## config.mk

```make
export PLATFORM = sky130hd
export DESIGN_NAME = instruction_fetch_unit
export DESIGN_NICKNAME = d
export VERILOG_FILES = /design/src/rtl/instruction_fetch_unit_pkg.sv /design/src/rtl/instruction_fetch_unit_fetch_pc_reg.sv /design/src/rtl/instruction_fetch_unit.sv
export SDC_FILE = /design/constraint.sdc
export NUM_CORES = 1
export LEC_CHECK = 0
export BUFFER_PORTS_ARGS = -buffer_cell sky130_fd_sc_hd__buf_2
export CAP_MARGIN = 20
export CORE_UTILIZATION = 46
export CTS_CLUSTER_SIZE = 20
export DETAILED_ROUTE_END_ITERATION = 12
export GPL_ROUTABILITY_DRIVEN = 0
export HOLD_SLACK_MARGIN = 0.05
export PLACE_DENSITY = 0.74
export RECOVER_POWER = 100
export SKIP_CTS_REPAIR_TIMING = 1
export SYNTH_ARGS = -nofsm -noshare
export SYNTH_HDL_FRONTEND = slang
export SYNTH_SLANG_ARGS = --single-unit
```

## constraint.sdc

```tcl
create_clock -name Clk -period 3.1 [get_ports Clk]
set_input_delay 0 -clock Clk [delete_from_list [all_inputs] [get_ports Clk]]
set_output_delay 0 -clock Clk [all_outputs]
set_load 0.01 [all_outputs]
```

## src/rtl/instruction_fetch_unit_pkg.sv

```systemverilog
// -----------------------------------------------------------------------------
// instruction_fetch_unit_pkg
//   Shared definitions for the IF stage: the NOP encoding, the default halt
//   word, the FSM state encoding, the PC update selector and the IF/ID update
//   selector, plus a word-alignment helper.
// -----------------------------------------------------------------------------
package instruction_fetch_unit_pkg;

   localparam logic [31:0] NOP_WORD          = 32'h0000_0000;
   localparam logic [31:0] DEFAULT_HALT_WORD = 32'hFFFF_FFFF;

   // Core launch/park states
   typedef enum logic [1:0] {
      ST_IDLE = 2'b00,
      ST_RUN  = 2'b01,
      ST_HALT = 2'b10
   } fetch_state_e;

   // PC next-value select
   typedef enum logic [1:0] {
      PC_HOLD     = 2'b00,
      PC_INCR     = 2'b01,
      PC_REDIRECT = 2'b10
   } pc_sel_e;

   // IF/ID register update select
   typedef enum logic [1:0] {
      IFID_HOLD = 2'b00,
      IFID_LOAD = 2'b01,
      IFID_NOP  = 2'b10
   } ifid_op_e;

   // Instruction addresses are always word aligned
   function automatic logic [31:0] align_word(input logic [31:0] addr);
      return {addr[31:2], 2'b00};
   endfunction

endpackage

```

## src/rtl/instruction_fetch_unit_fetch_pc_reg.sv

```systemverilog
// -----------------------------------------------------------------------------
// fetch_pc_reg
//   Program counter register for the IF stage. Holds, increments by 4
//   (modulo 2^32) or loads a word-aligned redirect target.
// Ports:
//   clk       in   rising-edge clock
//   rst       in   asynchronous active-high reset (PC <= RESET_PC, aligned)
//   pc_sel    in   hold / increment / redirect select
//   new_pc    in   redirect target (low two bits are discarded)
//   pc        out  current PC (registered)
//   pc_plus4  out  pc + 4, wrapping at 2^32
// -----------------------------------------------------------------------------
module fetch_pc_reg
   import instruction_fetch_unit_pkg::*;
#(
   parameter logic [31:0] RESET_PC = 32'h0000_0000
) (
   input  logic        clk,
   input  logic        rst,
   input  pc_sel_e     pc_sel,
   input  logic [31:0] new_pc,
   output logic [31:0] pc,
   output logic [31:0] pc_plus4
);

   logic [31:0] pc_r;
   logic [31:0] pc_next_s;

   // Sequential PC increment; the carry out of bit 31 is dropped on purpose
   always_comb begin
      pc_plus4 = pc_r + 32'd4;
   end

   // Next-PC selection
   always_comb begin
      pc_next_s = pc_r;
      case (pc_sel)
         PC_HOLD:     pc_next_s = pc_r;
         PC_INCR:     pc_next_s = pc_plus4;
         PC_REDIRECT: pc_next_s = align_word(new_pc);
         default:     pc_next_s = pc_r;
      endcase
   end

   // PC state register
   always_ff @(posedge clk or posedge rst) begin
      if (rst) begin
         pc_r <= align_word(RESET_PC);
      end else begin
         pc_r <= pc_next_s;
      end
   end

   assign pc = pc_r;

endmodule

```

## src/rtl/instruction_fetch_unit.sv

```systemverilog
// -----------------------------------------------------------------------------
// instruction_fetch_unit
//   Per-core IF stage: owns the PC (via fetch_pc_reg), reads instruction
//   memory combinationally, fills the IF/ID register for decode, and runs an
//   IDLE -> RUN -> HALT launch/park FSM. HALT is only left through Rst.
//
//   Build option: define FETCH_DELAY_SLOT_EN to keep the word fetched in the
//   redirect cycle as a delay slot; otherwise that word is squashed to a NOP.
//
// Ports:
//   Clk               in   rising-edge clock
//   Rst               in   asynchronous active-high reset
//   Start             in   leave IDLE and begin fetching (ignored elsewhere)
//   ID_stall          in   hold PC, IF/ID and count
//   ID_PCSrc          in   redirect to ID_new_PC (ignored while stalled)
//   ID_new_PC         in   redirect target
//   IF_imem_addr      out  fetch byte address (= PC)
//   IF_imem_data      in   instruction word at IF_imem_addr
//   IF_ID_Instruction out  IF/ID instruction, NOP when empty
//   IF_ID_PC4         out  PC+4 of the held instruction
//   IF_ID_Valid       out  IF/ID holds a real fetched instruction
//   IF_halted         out  core parked
//   IF_fetch_count    out  saturating count of valid IF/ID loads
// -----------------------------------------------------------------------------
module instruction_fetch_unit
   import instruction_fetch_unit_pkg::*;
#(
   parameter logic [31:0] RESET_PC  = 32'h0000_0000,
   parameter logic [31:0] HALT_WORD = DEFAULT_HALT_WORD,
   parameter int          CNT_W     = 32
) (
   input  logic             Clk,
   input  logic             Rst,
   input  logic             Start,
   input  logic             ID_stall,
   input  logic             ID_PCSrc,
   input  logic [31:0]      ID_new_PC,
   output logic [31:0]      IF_imem_addr,
   input  logic [31:0]      IF_imem_data,
   output logic [31:0]      IF_ID_Instruction,
   output logic [31:0]      IF_ID_PC4,
   output logic             IF_ID_Valid,
   output logic             IF_halted,
   output logic [CNT_W-1:0] IF_fetch_count
);

   fetch_state_e     state_r;
   fetch_state_e     state_next_s;
   pc_sel_e          pc_sel_s;
   ifid_op_e         ifid_op_s;
   logic             count_inc_s;
   logic [31:0]      pc_s;
   logic [31:0]      pc_plus4_s;
   logic [31:0]      ifid_instr_r;
   logic [31:0]      ifid_pc4_r;
   logic             ifid_valid_r;
   logic             halted_r;
   logic [CNT_W-1:0] fetch_count_r;

   fetch_pc_reg #(
      .RESET_PC (RESET_PC)
   ) u_pc (
      .clk      (Clk),
      .rst      (Rst),
      .pc_sel   (pc_sel_s),
      .new_pc   (ID_new_PC),
      .pc       (pc_s),
      .pc_plus4 (pc_plus4_s)
   );

   // FSM next state plus PC / IF/ID / counter controls.
   // In RUN the priority is stall > redirect > halt word > normal fetch, so a
   // halt word sitting in a redirect slot never parks the core.
   always_comb begin
      state_next_s = state_r;
      pc_sel_s     = PC_HOLD;
      ifid_op_s    = IFID_HOLD;
      count_inc_s  = 1'b0;
      case (state_r)
         ST_IDLE: begin
            ifid_op_s = IFID_NOP;
            if (Start) begin
               state_next_s = ST_RUN;
            end else begin
               state_next_s = ST_IDLE;
            end
         end
         ST_RUN: begin
            if (ID_stall) begin
               ifid_op_s = IFID_HOLD;
            end else if (ID_PCSrc) begin
               pc_sel_s = PC_REDIRECT;
`ifdef FETCH_DELAY_SLOT_EN
               ifid_op_s   = IFID_LOAD;
               count_inc_s = 1'b1;
`else
               ifid_op_s   = IFID_NOP;
`endif
            end else if (IF_imem_data == HALT_WORD) begin
               ifid_op_s    = IFID_NOP;
               state_next_s = ST_HALT;
            end else begin
               pc_sel_s    = PC_INCR;
               ifid_op_s   = IFID_LOAD;
               count_inc_s = 1'b1;
            end
         end
         ST_HALT: begin
            ifid_op_s    = IFID_NOP;
            state_next_s = ST_HALT;
         end
         default: begin
            ifid_op_s    = IFID_NOP;
            state_next_s = ST_IDLE;
         end
      endcase
   end

   // FSM state and halted flag; the flag tracks the state being entered
   always_ff @(posedge Clk or posedge Rst) begin
      if (Rst) begin
         state_r  <= ST_IDLE;
         halted_r <= 1'b0;
      end else begin
         state_r  <= state_next_s;
         halted_r <= (state_next_s == ST_HALT);
      end
   end

   // IF/ID pipeline register
   always_ff @(posedge Clk or posedge Rst) begin
      if (Rst) begin
         ifid_instr_r <= NOP_WORD;
         ifid_pc4_r   <= 32'h0000_0000;
         ifid_valid_r <= 1'b0;
      end else begin
         case (ifid_op_s)
            IFID_LOAD: begin
               ifid_instr_r <= IF_imem_data;
               ifid_pc4_r   <= pc_plus4_s;
               ifid_valid_r <= 1'b1;
            end
            IFID_NOP: begin
               ifid_instr_r <= NOP_WORD;
               ifid_pc4_r   <= 32'h0000_0000;
               ifid_valid_r <= 1'b0;
            end
            IFID_HOLD: begin
               ifid_instr_r <= ifid_instr_r;
               ifid_pc4_r   <= ifid_pc4_r;
               ifid_valid_r <= ifid_valid_r;
            end
            default: begin
               ifid_instr_r <= NOP_WORD;
               ifid_pc4_r   <= 32'h0000_0000;
               ifid_valid_r <= 1'b0;
            end
         endcase
      end
   end

   // Saturating fetched-instruction counter
   always_ff @(posedge Clk or posedge Rst) begin
      if (Rst) begin
         fetch_count_r <= {CNT_W{1'b0}};
      end else if (count_inc_s && (fetch_count_r != {CNT_W{1'b1}})) begin
         fetch_count_r <= fetch_count_r + {{(CNT_W-1){1'b0}}, 1'b1};
      end else begin
         fetch_count_r <= fetch_count_r;
      end
   end

   assign IF_imem_addr      = pc_s;
   assign IF_ID_Instruction = ifid_instr_r;
   assign IF_ID_PC4         = ifid_pc4_r;
   assign IF_ID_Valid       = ifid_valid_r;
   assign IF_halted         = halted_r;
   assign IF_fetch_count    = fetch_count_r;

endmodule

```

==> metrics.yaml <==
grt_setup_unrepaired: "false"
route.detailed.drc: 0
p_total_mw: 3.82
cts_root_buf: "clkbuf_16"
avgViaCountPerCell: 5.67
outcome: "finished, violations left"
synthTopCellsByArea: "dfrtp_1 51%, xnor2_1 6.6%, a22o_1 4.8%, nand2_1 3.8%, o21ai_0 3.6%"
synth-main-ff-cell: "dfrtp_1"
ys.warnings.count: 0
critical_path_class: "primary input to flip-flop"
layout.cells.non_filler: 1057
nets: 940
core_area_um2: 13200
violations: "hold timing, capacitance limit, slew limit"
p_leak_nw: 3.59
crit_arrival_ps: 3020
cts_buffer_depth: 2
grt_max_degree: 60
h-tree-depth: 4
first_iter_violations: 522
ant_nets: 0
ios: 199
fillerInstances: 1135
final.setup_skew_ps: 8.30
area_growth_pct: 34.6
tritoncts: "done"
switching_share: 0.202
fin_crit_sh: 0.875
synth_cells: 622
worst-path-max-fanout: 47
layout-drive-gt1-share: 0.131
clkPwrFrac: 0.520
ff_latch_area_um2: 3200
grt_pass1_vias: 5506
maxCapViolCount: 1
drt_wl_total_um: 18700
finalSetupTns_ps: 0
final_cell_mix: "134 x clkbuf_1, 128 x dfrtp_1, 65 x dlygate4sd3_1, 65 x buf_2, 64 x nand2_1"
grtUsageTotal: 0.256
hold_path.class: "primary input to flip-flop"
syn_avg_cell_area_um2: 10.0
synth_edf_count: 0
synth_top_cell_area_share: 0.513
numCtsBuffers: 17
final_max_slew_viol_count: 38
initial_core_util: 0.472
combPwrFrac: 0.042
hpwl_um: 12100
hold_violations: 1
first_pass_iters: 5
seq_area_frac_synth: 0.513
p_int_mw: 3.05
post-place-cells: 960
layout_min_cycle_time_ps: 2710
path_clk_slew_ps: 50
final_common_cell: "clkbuf_1"
peakVddDrop_v: 0.000358
synthArstFlopShare: 1.00
synth_top_cell_by_area: "dfrtp_1"
antenna_cells: 0
place.port_buffers: 192
synth.cell_area_um2: 6250
vias: 5990
setup_ws_ps: 387
critPathCaptureType: "flip-flop"
required_ps: 3400
grt_overflow: 0
die_area_um2: 14100
seq_power_share: 0.438
p_per_area_nw_per_um2: 454
max_slew_margin: -0.290
rows: 42
wl_per_cell_um: 17.7
power.switching_mw: 0.772
cp-start-kind: "primary input"
place_ws_ps: 518
holdWs_ps: -2.60
die_w_um: 119
grt_pass1_wl_um: 28200
multiInputGateArea_um2: 2810
insertion_delay_ps: 420
worst_pin_slew_ps: 1930
cts_sinks: 128
synth-seq-cells: 128
ys_types: 55
antenna_found_initial: 0
finalSetupViolations: 0
die_h_um: 119
fmax_mhz: 369
cells in the mapped netlist, drive strengths merged (2+ instances only):
library cell / n
a21oi: 13
a22o: 34
a22oi: 17
and2: 3
and3: 14
and4: 11
buf: 13
clkbuf: 33
dfrtp: 128
ha: 3
inv: 10
mux2: 2
nand2: 64
nand3: 27
nand4: 32
nor2: 27
nor2b: 2
nor3: 16
nor3b: 3
nor4: 14
nor4bb: 2
o211ai: 7
o21ai: 46
o21bai: 4
o22ai: 5
o2bb2ai: 4
o311ai: 7
or2: 2
or3: 3
or4: 4
xnor2: 47
xor2: 11
critical path, stage by stage:
cell and delay [ps]:
dlygate4sd3_1 530, buf_2 130, nand4_1 130, nor4_1 400, clkbuf_1 270, a21oi_1 130
inv_1 90, ha_1 150, buf_4 410, nor2_1 100, buf_4 210, a22o_1 210
a211o_1 260
power by group through the flow:
stage	combinational [mW]	clock, mW	sequential (mW)
detailed placement	0.0984	0	1.70
CTS	0.0986	2.02	1.67
global route	0.176	2.08	1.67
global placement	0.0955	0	1.70
floorplan	0.0330	0	1.70
finish	0.161	1.98	1.67
stage by stage:
step	cell area [um2]	utilization	hold slack [ps]
after detailed placement	7360	0.556	236
after global placement	7350	0.555	221
after global routing	8410	0.635	15.9
final	8410	0.635	-2.60
after floorplan	6260	-	133
after CTS	7950	0.600	-208
registers in the layout, summed over array words and instances (netlist names):
name,count
IF_ID_Instruction,32
IF_fetch_count,32
IF_halted,1
IF_ID_Valid,1
state_r,2
u_pc.pc,30
IF_ID_PC4,30
kinds of logic after synthesis:
logic type,share of synthesized area
AOI/OAI and AO/OA,0.164
xor gates and xnor gates,0.0813
adders and majority gates,0.00601
buffers and inverters,0.0398
DFF,0.513
muxes,0.00521
other,0.000600
and+or+nand+nor,0.191
worst paths after layout:
kind,from,endpoint,slack [ps],depth (start not counted)
max,IF_imem_data[1],u_pc.pc[20],390,13
min,ID_PCSrc,IF_halted,-3,4
max reg2reg,state_r[0],u_pc.pc[20],450,10
min reg2reg,IF_ID_PC4[24],IF_ID_PC4[24],480,2
max in group asynchronous,Rst,u_pc.pc[2],930,4
min in group asynchronous,Rst,IF_ID_Instruction[2],610,3
final cells by class:
type / count / share of cell area
tap: 176 / 0.0262
clock buffer: 27 / 0.0610
multi-input combinational: 441 / 0.334
sequential: 128 / 0.381
clock inverter: 5 / 0.00893
timing repair buffer: 270 / 0.184
inverter: 10 / 0.00461
per-layer routing:
metal  track usage  up-vias  routed length, um
met1         0.332     2913               7960
met4         0.118        0                472
li1              -     2786                  -
met5             0        -                  0
met3        0.0642       36               1240
met2         0.402      255               9020
Note: power is estimated with default switching activity, not from simulation.
